**src/rtl/bin27_to_bcd8.sv**
```systemverilog
// bin27_to_bcd8: sequential 27-bit binary to 8-digit packed BCD converter.
// One double-dabble iteration per clock, 27 iterations per conversion.
// The result (bcd_o/ovf_o) is held stable between conversions.
// Values above NUM_MAX still take the full 27 iterations, then saturate to
// 9999_9999 and set ovf_o.
module bin27_to_bcd8 #(
  parameter int                  BIN_W   = 27,
  parameter logic [BIN_W-1:0]    NUM_MAX = 27'd99_999_999
) (
  input  logic             clk,
  input  logic             rst,
  input  logic             start_i,
  input  logic [BIN_W-1:0] bin_i,
  output logic             busy_o,
  output logic             done_o,
  output logic [31:0]      bcd_o,
  output logic             ovf_o
);

  typedef enum logic [0:0] {
    ST_IDLE  = 1'b0,
    ST_SHIFT = 1'b1
  } state_t;

  // Add 3 to every BCD nibble that is 5 or more, all nibbles in parallel,
  // so that the following left shift carries correctly into the next digit.
  function automatic logic [31:0] dabble_adj(input logic [31:0] acc);
    logic [31:0] res;
    res = acc;
    for (int i = 0; i < 8; i++) begin
      if (acc[4*i +: 4] >= 4'd5) begin
        res[4*i +: 4] = acc[4*i +: 4] + 4'd3;
      end else begin
        res[4*i +: 4] = acc[4*i +: 4];
      end
    end
    return res;
  endfunction

  state_t             state_q, state_d;
  logic [BIN_W-1:0]   shreg_q, shreg_d;
  logic [31:0]        acc_q, acc_d;
  logic [4:0]         cnt_q, cnt_d;
  logic               ovfp_q, ovfp_d;
  logic               busy_q, busy_d;
  logic               done_q, done_d;
  logic [31:0]        bcd_q, bcd_d;
  logic               ovf_q, ovf_d;

  logic [31:0]        acc_adj_s;
  logic [31+BIN_W:0]  shifted_s;

  // Next-state logic: IDLE accepts a request, SHIFT runs one iteration per clock.
  always_comb begin
    state_d   = state_q;
    shreg_d   = shreg_q;
    acc_d     = acc_q;
    cnt_d     = cnt_q;
    ovfp_d    = ovfp_q;
    busy_d    = busy_q;
    done_d    = 1'b0;
    bcd_d     = bcd_q;
    ovf_d     = ovf_q;
    acc_adj_s = dabble_adj(acc_q);
    // Corrections are applied before the shift; the top bit of shreg enters acc[0].
    shifted_s = {acc_adj_s, shreg_q} << 1;

    case (state_q)
      ST_IDLE: begin
        busy_d = 1'b0;
        if (start_i) begin
          shreg_d = bin_i;
          acc_d   = 32'h0000_0000;
          cnt_d   = 5'd0;
          ovfp_d  = (bin_i > NUM_MAX);
          busy_d  = 1'b1;
          state_d = ST_SHIFT;
        end else begin
          state_d = ST_IDLE;
        end
      end
      ST_SHIFT: begin
        busy_d  = 1'b1;
        acc_d   = shifted_s[31+BIN_W:BIN_W];
        shreg_d = shifted_s[BIN_W-1:0];
        cnt_d   = cnt_q + 5'd1;
        if (cnt_q == 5'd26) begin
          // Final iteration: publish the result and return to IDLE so a held
          // start is accepted on the very next edge.
          bcd_d   = ovfp_q ? 32'h9999_9999 : shifted_s[31+BIN_W:BIN_W];
          ovf_d   = ovfp_q;
          done_d  = 1'b1;
          busy_d  = 1'b0;
          cnt_d   = 5'd0;
          state_d = ST_IDLE;
        end else begin
          state_d = ST_SHIFT;
        end
      end
      default: begin
        busy_d  = 1'b0;
        state_d = ST_IDLE;
      end
    endcase
  end

  // State and datapath registers with asynchronous active-low reset.
  always_ff @(posedge clk or negedge rst) begin
    if (!rst) begin
      state_q <= ST_IDLE;
      shreg_q <= '0;
      acc_q   <= 32'h0000_0000;
      cnt_q   <= 5'd0;
      ovfp_q  <= 1'b0;
      busy_q  <= 1'b0;
      done_q  <= 1'b0;
      bcd_q   <= 32'h0000_0000;
      ovf_q   <= 1'b0;
    end else begin
      state_q <= state_d;
      shreg_q <= shreg_d;
      acc_q   <= acc_d;
      cnt_q   <= cnt_d;
      ovfp_q  <= ovfp_d;
      busy_q  <= busy_d;
      done_q  <= done_d;
      bcd_q   <= bcd_d;
      ovf_q   <= ovf_d;
    end
  end

  assign busy_o = busy_q;
  assign done_o = done_q;
  assign bcd_o  = bcd_q;
  assign ovf_o  = ovf_q;

endmodule

```
**config.mk**
```make
export PLATFORM = sky130hd
export DESIGN_NAME = bin27_to_bcd8
export DESIGN_NICKNAME = d
export VERILOG_FILES = /design/src/rtl/bin27_to_bcd8.sv
export SDC_FILE = /design/constraint.sdc
export NUM_CORES = 1
export LEC_CHECK = 0
export CAP_MARGIN = 15
export CORE_AREA = 2 2 97 99
export CTS_CLUSTER_SIZE = 14
export DETAILED_ROUTE_END_ITERATION = 8
export DIE_AREA = 0 0 99 101
export PLACE_DENSITY = 0.79
export SYNTH_ARGS = -nofsm -noshare
export SYNTH_HDL_FRONTEND = slang
export SYNTH_SLANG_ARGS = --single-unit
export TNS_END_PERCENT = 50
```
**constraint.sdc**
```tcl
create_clock -name clk -period 2.06 [get_ports clk]
set_input_delay 0.412 -clock clk [delete_from_list [all_inputs] [get_ports clk]]
set_output_delay 0.412 -clock clk [all_outputs]
set_load 0.01 [all_outputs]
```
==> results of run 1 <==
-- synthesized netlist by cell type, drive strengths merged --
cell | number | share of area
ha | 18 | 0.047
and3 | 1 | 0.0013
o21a | 1 | 0.0016
nand3b | 1 | 0.0016
clkbuf | 6 | 0.0047
o31ai | 1 | 0.0016
clkinv | 1 | 0.0018
dfrtp | 100 | 0.52
a211oi | 1 | 0.0016
o21ai | 43 | 0.045
a31oi | 7 | 0.0091
nand4 | 1 | 0.0013
nand2 | 51 | 0.041
a311oi | 1 | 0.0018
inv | 21 | 0.016
o22ai | 15 | 0.019
nor3b | 16 | 0.025
a21o | 10 | 0.016
nor2 | 21 | 0.020
and4b | 1 | 0.0029
nand4b | 1 | 0.0018
mux2i | 35 | 0.073
or4 | 1 | 0.0016
xnor2 | 8 | 0.015
nand3 | 2 | 0.0021
a21oi | 32 | 0.033
a22o | 23 | 0.042
a221oi | 1 | 0.0018
nor3 | 9 | 0.0094
nand2b | 10 | 0.013
xor2 | 1 | 0.0018
buf | 19 | 0.028
-- kinds of logic (layout without fill, tap and decap cells) --
family          Yosys count  in the layout
simple gates            115            115
fa+ha+maj                18             18
compound gates          135            135
flops                   100            100
mux                      35             35
xor+xnor                  9              9
buf+inv                  47            113
-- metal layers --
layer	up-vias	wire length (µm)	global-route usage
met1	1745	4399	0.2804
met5	-	0	0
met3	13	605	0.04993
met4	0	130	0.06112
li1	1747	-	-
met2	93	4884	0.3597
-- timing repair --
item / 4_1_cts / 5_1_grt
setup buffers: 0 / 0
endpoints found under the setup margin: 0 / 1
endpoints found under the hold margin: 18 / 0
resized for setup: 0 / 1
hold buffers: 1 / 0
-- flip-flops by register name (all words and copies together), names as in the netlist --
signal	flops
shreg_q	27
done_o	1
bcd_o	32
ovfp_q	1
acc_q	32
busy_o	1
ovf_o	1
cnt_q	5
-- path summary, 6_finish.rpt --
path / startpoint / end / slack [ns] / cells past startpoint
worst max-delay path: busy_o / busy_o / 0.12 / 1
worst min-delay path: rst / bcd_o[16] / 0.44 / 2
worst max register to register: cnt_q[0] / bcd_o[12] / 0.26 / 6
worst min register to register: shreg_q[0] / shreg_q[1] / 0.49 / 2
max in group asynchronous: rst / busy_o / 0.99 / 3
min in group clk: shreg_q[0] / shreg_q[1] / 0.49 / 2
-- cell type report --
type,instances,area [µm²],share of cell area
sequential,100,2506,0.4373
clock inverter,4,33.78,0.005895
inverter,22,87.58,0.01528
tap,111,138.9,0.02424
clock buffer,12,155.1,0.02707
multi-input combinational,312,2066,0.3605
timing repair buffer,75,743.2,0.1297
-- power by group --
group	switching [mW]	internal, mW
clock network	0.691	0.513
logic	1.92	1.96
registers	0.695	2.83
==> out/metrics.yaml, run 1 <==
status: "completed"
synth_cell_types: 37
hp-class: "in -> async"
mostFrequentLayoutCell: "dfrtp_1"
drive_above_1_share: 0.06095
cts-buffers-inserted: 9
antenna_found_initial: 0
avgViaCountPerCell: 5.657
cp.required_ns: 1.65
rsz0062_at_grt: "false"
yosys_warnings: 0
max_stage_delay_ns: 0.59
cp_num_buf_inv: 1
routabilityCongestion: 0.8088
start_util: 0.5362
crit_path_end_kind: "output port"
synth_top_family_by_area: "compound AO/OA/AOI/OAI gates"
hpwl_um: 6940
synth_xor_area_frac: 0.01638
grt_usage: 0.2143
clockBufferDepth: 2
final_cells: 636
vias: 3598
core_mm2: 0.008977
clk_pin_slew_ns: 0.10
final_max_slew_viol_count: 0
synth-compound-area-share: 0.1723
dr.pass1.iters: 4
cts_tree: "done"
synthAdderAreaFrac: 0.04679
dpl_cell_area_mm2: 0.005529
finalHoldWorstSlack_ns: 0.4360
grt-ovfl-total: 0
total_power_mw: 8.613
cp_slowest_cell: "clkdlybuf4s50_1"
fillerInstances: 727
routed_wl_um: 10020
worstPathArrival_ns: 1.53
grt_max_degree: 63
path_max_fanout: 20
drtIter0Drc: 188
maxSlewHeadroom: 0.6560
synth_mux_area_frac: 0.07278
path_cells: "clkdlybuf4s50_1"
fin_ws_ns: 0.1165
die_w_um: 99
n_antenna_cell: 0
most-common-layout-cells: "dfrtp_1 (99), clkdlybuf4s50_1 (62), nand2_1 (50)"
grt_pass1_vias: 3671
antenna_left: 0
synthCells: 459
setup_violations: 0
vdd_drop_max_v: 0.0005638
final_area_mm2: 0.005731
worstSkewPairLatency_ns: 0.37
skew_ns: 0.01474
synthToLayoutAreaGrowth_pct: 19.05
crit_type: "reg -> out"
timing.fmax_mhz: 514.5
h-tree-depth: 3
cts_root_buffer: "clkbuf_8"
post-route-util: 0.6383
wl_per_cell_um: 15.75
grt_pass1_wl_um: 17210
row_count: 35
nNetsFinal: 568
preCtsSetupSlack_ns: 0.2624
place_inst: 619
cap_violations: 0
finalSetupTns_ns: 0
die_area_mm2: 0.009999
synth-simple-area-share: 0.1209
cts_sinks: 100
crit_family: "buffers and inverters"
synth_seq_cells: 100
worst_pin_slew_ns: 0.5154
synth_nets: 507
numPortBuffers: 64
ys_seq_area_frac: 0.5199
finalHoldViolations: 0
io_pins: 65
min_period_over_period: 0.9434
p_leak_nw: 2.602
avgSynthCellArea_um2: 10.49
start_kind: "register"
power.density_mw_per_mm2: 1503
fin_crit_ns: 1.943
syn_area_mm2: 0.004813
die_h_um: 101
route.detailed.drc: 0
Note: power is estimated with default switching activity, not from simulation.
==> run 2, diff against run 1 <==
--- a/config.mk
+++ b/config.mk
@@ -6,11 +6,10 @@
 export NUM_CORES = 1
 export LEC_CHECK = 0
 export CAP_MARGIN = 15
-export CORE_AREA = 2 2 97 99
+export CORE_AREA = 2 2 109 111
 export CTS_CLUSTER_SIZE = 14
 export DETAILED_ROUTE_END_ITERATION = 8
-export DIE_AREA = 0 0 99 101
-export PLACE_DENSITY = 0.79
+export DIE_AREA = 0 0 111 113
 export SYNTH_ARGS = -nofsm -noshare
 export SYNTH_HDL_FRONTEND = slang
 export SYNTH_SLANG_ARGS = --single-unit
==> out/metrics.yaml, run 2 (synthesized netlist as in run 1, its figures left out) <==
status: "completed"
core_mm2: 0.01127  # +26%
die_h_um: 113  # +12%
crit_path_end_kind: "output port"
numPortBuffers: 64  # unchanged
cts_tree: "done"
path_max_fanout: 10  # -50%
die_area_mm2: 0.01254  # +25%
hpwl_um: 6864  # -1.1%
drtIter0Drc: 185  # -1.6%
timing.fmax_mhz: 547.0  # +6.3%
cp_slowest_cell: "clkdlybuf4s50_1"
fillerInstances: 1058  # +46%
most-common-layout-cells: "dfrtp_1 (99), clkdlybuf4s50_1 (62), nand2_1 (50)"
ff_latch_area_mm2: 0.002504  # about the same
crit_type: "reg -> out"
clockBufferDepth: 2  # unchanged
start_kind: "register"
drive_above_1_share: 0.05545  # -0.005503
rsz0062_at_grt: "false"
final_max_slew_viol_count: 0  # unchanged
power.density_mw_per_mm2: 1523  # +1.4%
worstSkewPairLatency_ns: 0.34  # -0.03 ns
routabilityCongestion: 0.8288  # +2.5%
wl_per_cell_um: 15.26  # -3.1%
cp.depth: 1  # unchanged
grt-ovfl-total: 0  # unchanged
multi_input_area_mm2: 0.002066  # unchanged
grt_max_degree: 101  # +60%
antenna_left: 0  # unchanged
r2r_cells: 7  # +1
total_power_mw: 8.875  # +3.0%
grt_pass1_wl_um: 17090  # -0.68%
mostFrequentLayoutCell: "dfrtp_1"
cts_hold_buf: 0  # -1
grt_usage: 0.1676  # -0.04666
route.detailed.drc: 0  # unchanged
hp-class: "in -> async"
cts-buffers-inserted: 9  # unchanged
row_count: 39  # +11%
cts_sinks: 100  # unchanged
cts_root_buffer: "clkbuf_16"
dr.pass1.iters: 4  # unchanged
h-tree-depth: 3  # unchanged
die_w_um: 111  # +12%
vdd_drop_max_v: 0.0007573  # +34%
min_period_over_period: 0.8875  # -0.05594
worst_pin_slew_ns: 0.5501  # +0.03474 ns
path_cells: "clkdlybuf4s50_1"
worstPathArrival_ns: 1.42  # -0.11 ns
p_leak_nw: 2.618  # +0.64%
maxSlewHeadroom: 0.6333  # -0.02278
vias: 3580  # -0.50%
cp_num_buf_inv: 1  # unchanged
max_stage_delay_ns: 0.58  # about the same
routed_wl_um: 10170  # +1.5%
crit_family: "buffers and inverters"
antenna_found_initial: 0  # unchanged
preCtsSetupSlack_ns: 0.2355  # -0.02688 ns
fin_crit_ns: 1.828  # -0.1152 ns
finalSetupTns_ns: 0  # unchanged
io_pins: 65  # unchanged
synthToLayoutAreaGrowth_pct: 21.03
cap_violations: 0  # unchanged
clk_pin_slew_ns: 0.07  # -0.03 ns
grt_pass1_vias: 3574  # -2.6%
n_antenna_cell: 0  # unchanged
cp.required_ns: 1.65  # about the same
setup_violations: 0  # unchanged
cts.repair.resized: 0  # unchanged
finalHoldViolations: 0  # unchanged
skew_ns: 0.006707  # -0.008032 ns
avgViaCountPerCell: 5.375  # -5.0%
post_cts_buffers: 0  # unchanged
nNetsFinal: 566  # -0.35%
fin_ws_ns: 0.2317  # +0.1152 ns
start_util: 0.4270  # -0.1091
## run 2: changes by cell type in the layout (fill, tap and decap cells not counted), moves of 2 or more
cell,change
clkinv_4,-3
clkbuf_1,+2
clkbuf_16,+9
clkbuf_8,-11
clkinvlp_4,+2
## run 2: stage by stage
stage | util | hold slack, ns | cells | cell area [µm²]
after floorplan | - | 0.1164 | 459 | 4813
after global placement | 0.4934 | 0.4633 | 650 | 5562
after detailed placement | 0.4934 | 0.4773 | 650 | 5562
after CTS | 0.5168 | 0.1559 | 666 | 5826
after global routing | 0.5168 | 0.1632 | 666 | 5826
final | 0.5168 | 0.1065 | 666 | 5826
## run 2: worst paths after layout
kind / startpoint / to / slack [ns]
max in group asynchronous: rst / shreg_q[20] / 1.52
max reg2reg: cnt_q[0] / bcd_o[7] / 0.33
max: busy_o / busy_o / 0.23
min in group clk: ovf_o / ovf_o / 0.48
min: rst / bcd_o[17] / 0.11
min reg2reg: ovf_o / ovf_o / 0.48
## run 2: report_power, final
part	switching (mW)	internal [mW]
logic	1.89	1.95
registers	0.666	2.84
clock network	0.717	0.819
## run 2: layout make-up
class                      instances  share of cell area
clock buffer                      12             0.04059
clock inverter                     4            0.004725
inverter                          22             0.01503
multi-input combinational        312              0.3546
sequential                       100              0.4298
tap                              143             0.03071
timing repair buffer              73              0.1246
## run 2: metal layers
metal / wire length, µm / vias to the layer above / track usage
li1: - / 1745 / -
met1: 4677 / 1767 / 0.2124
met2: 4993 / 60 / 0.2937
met3: 400 / 8 / 0.03910
met4: 95 / 0 / 0.03917
met5: 0 / - / 0
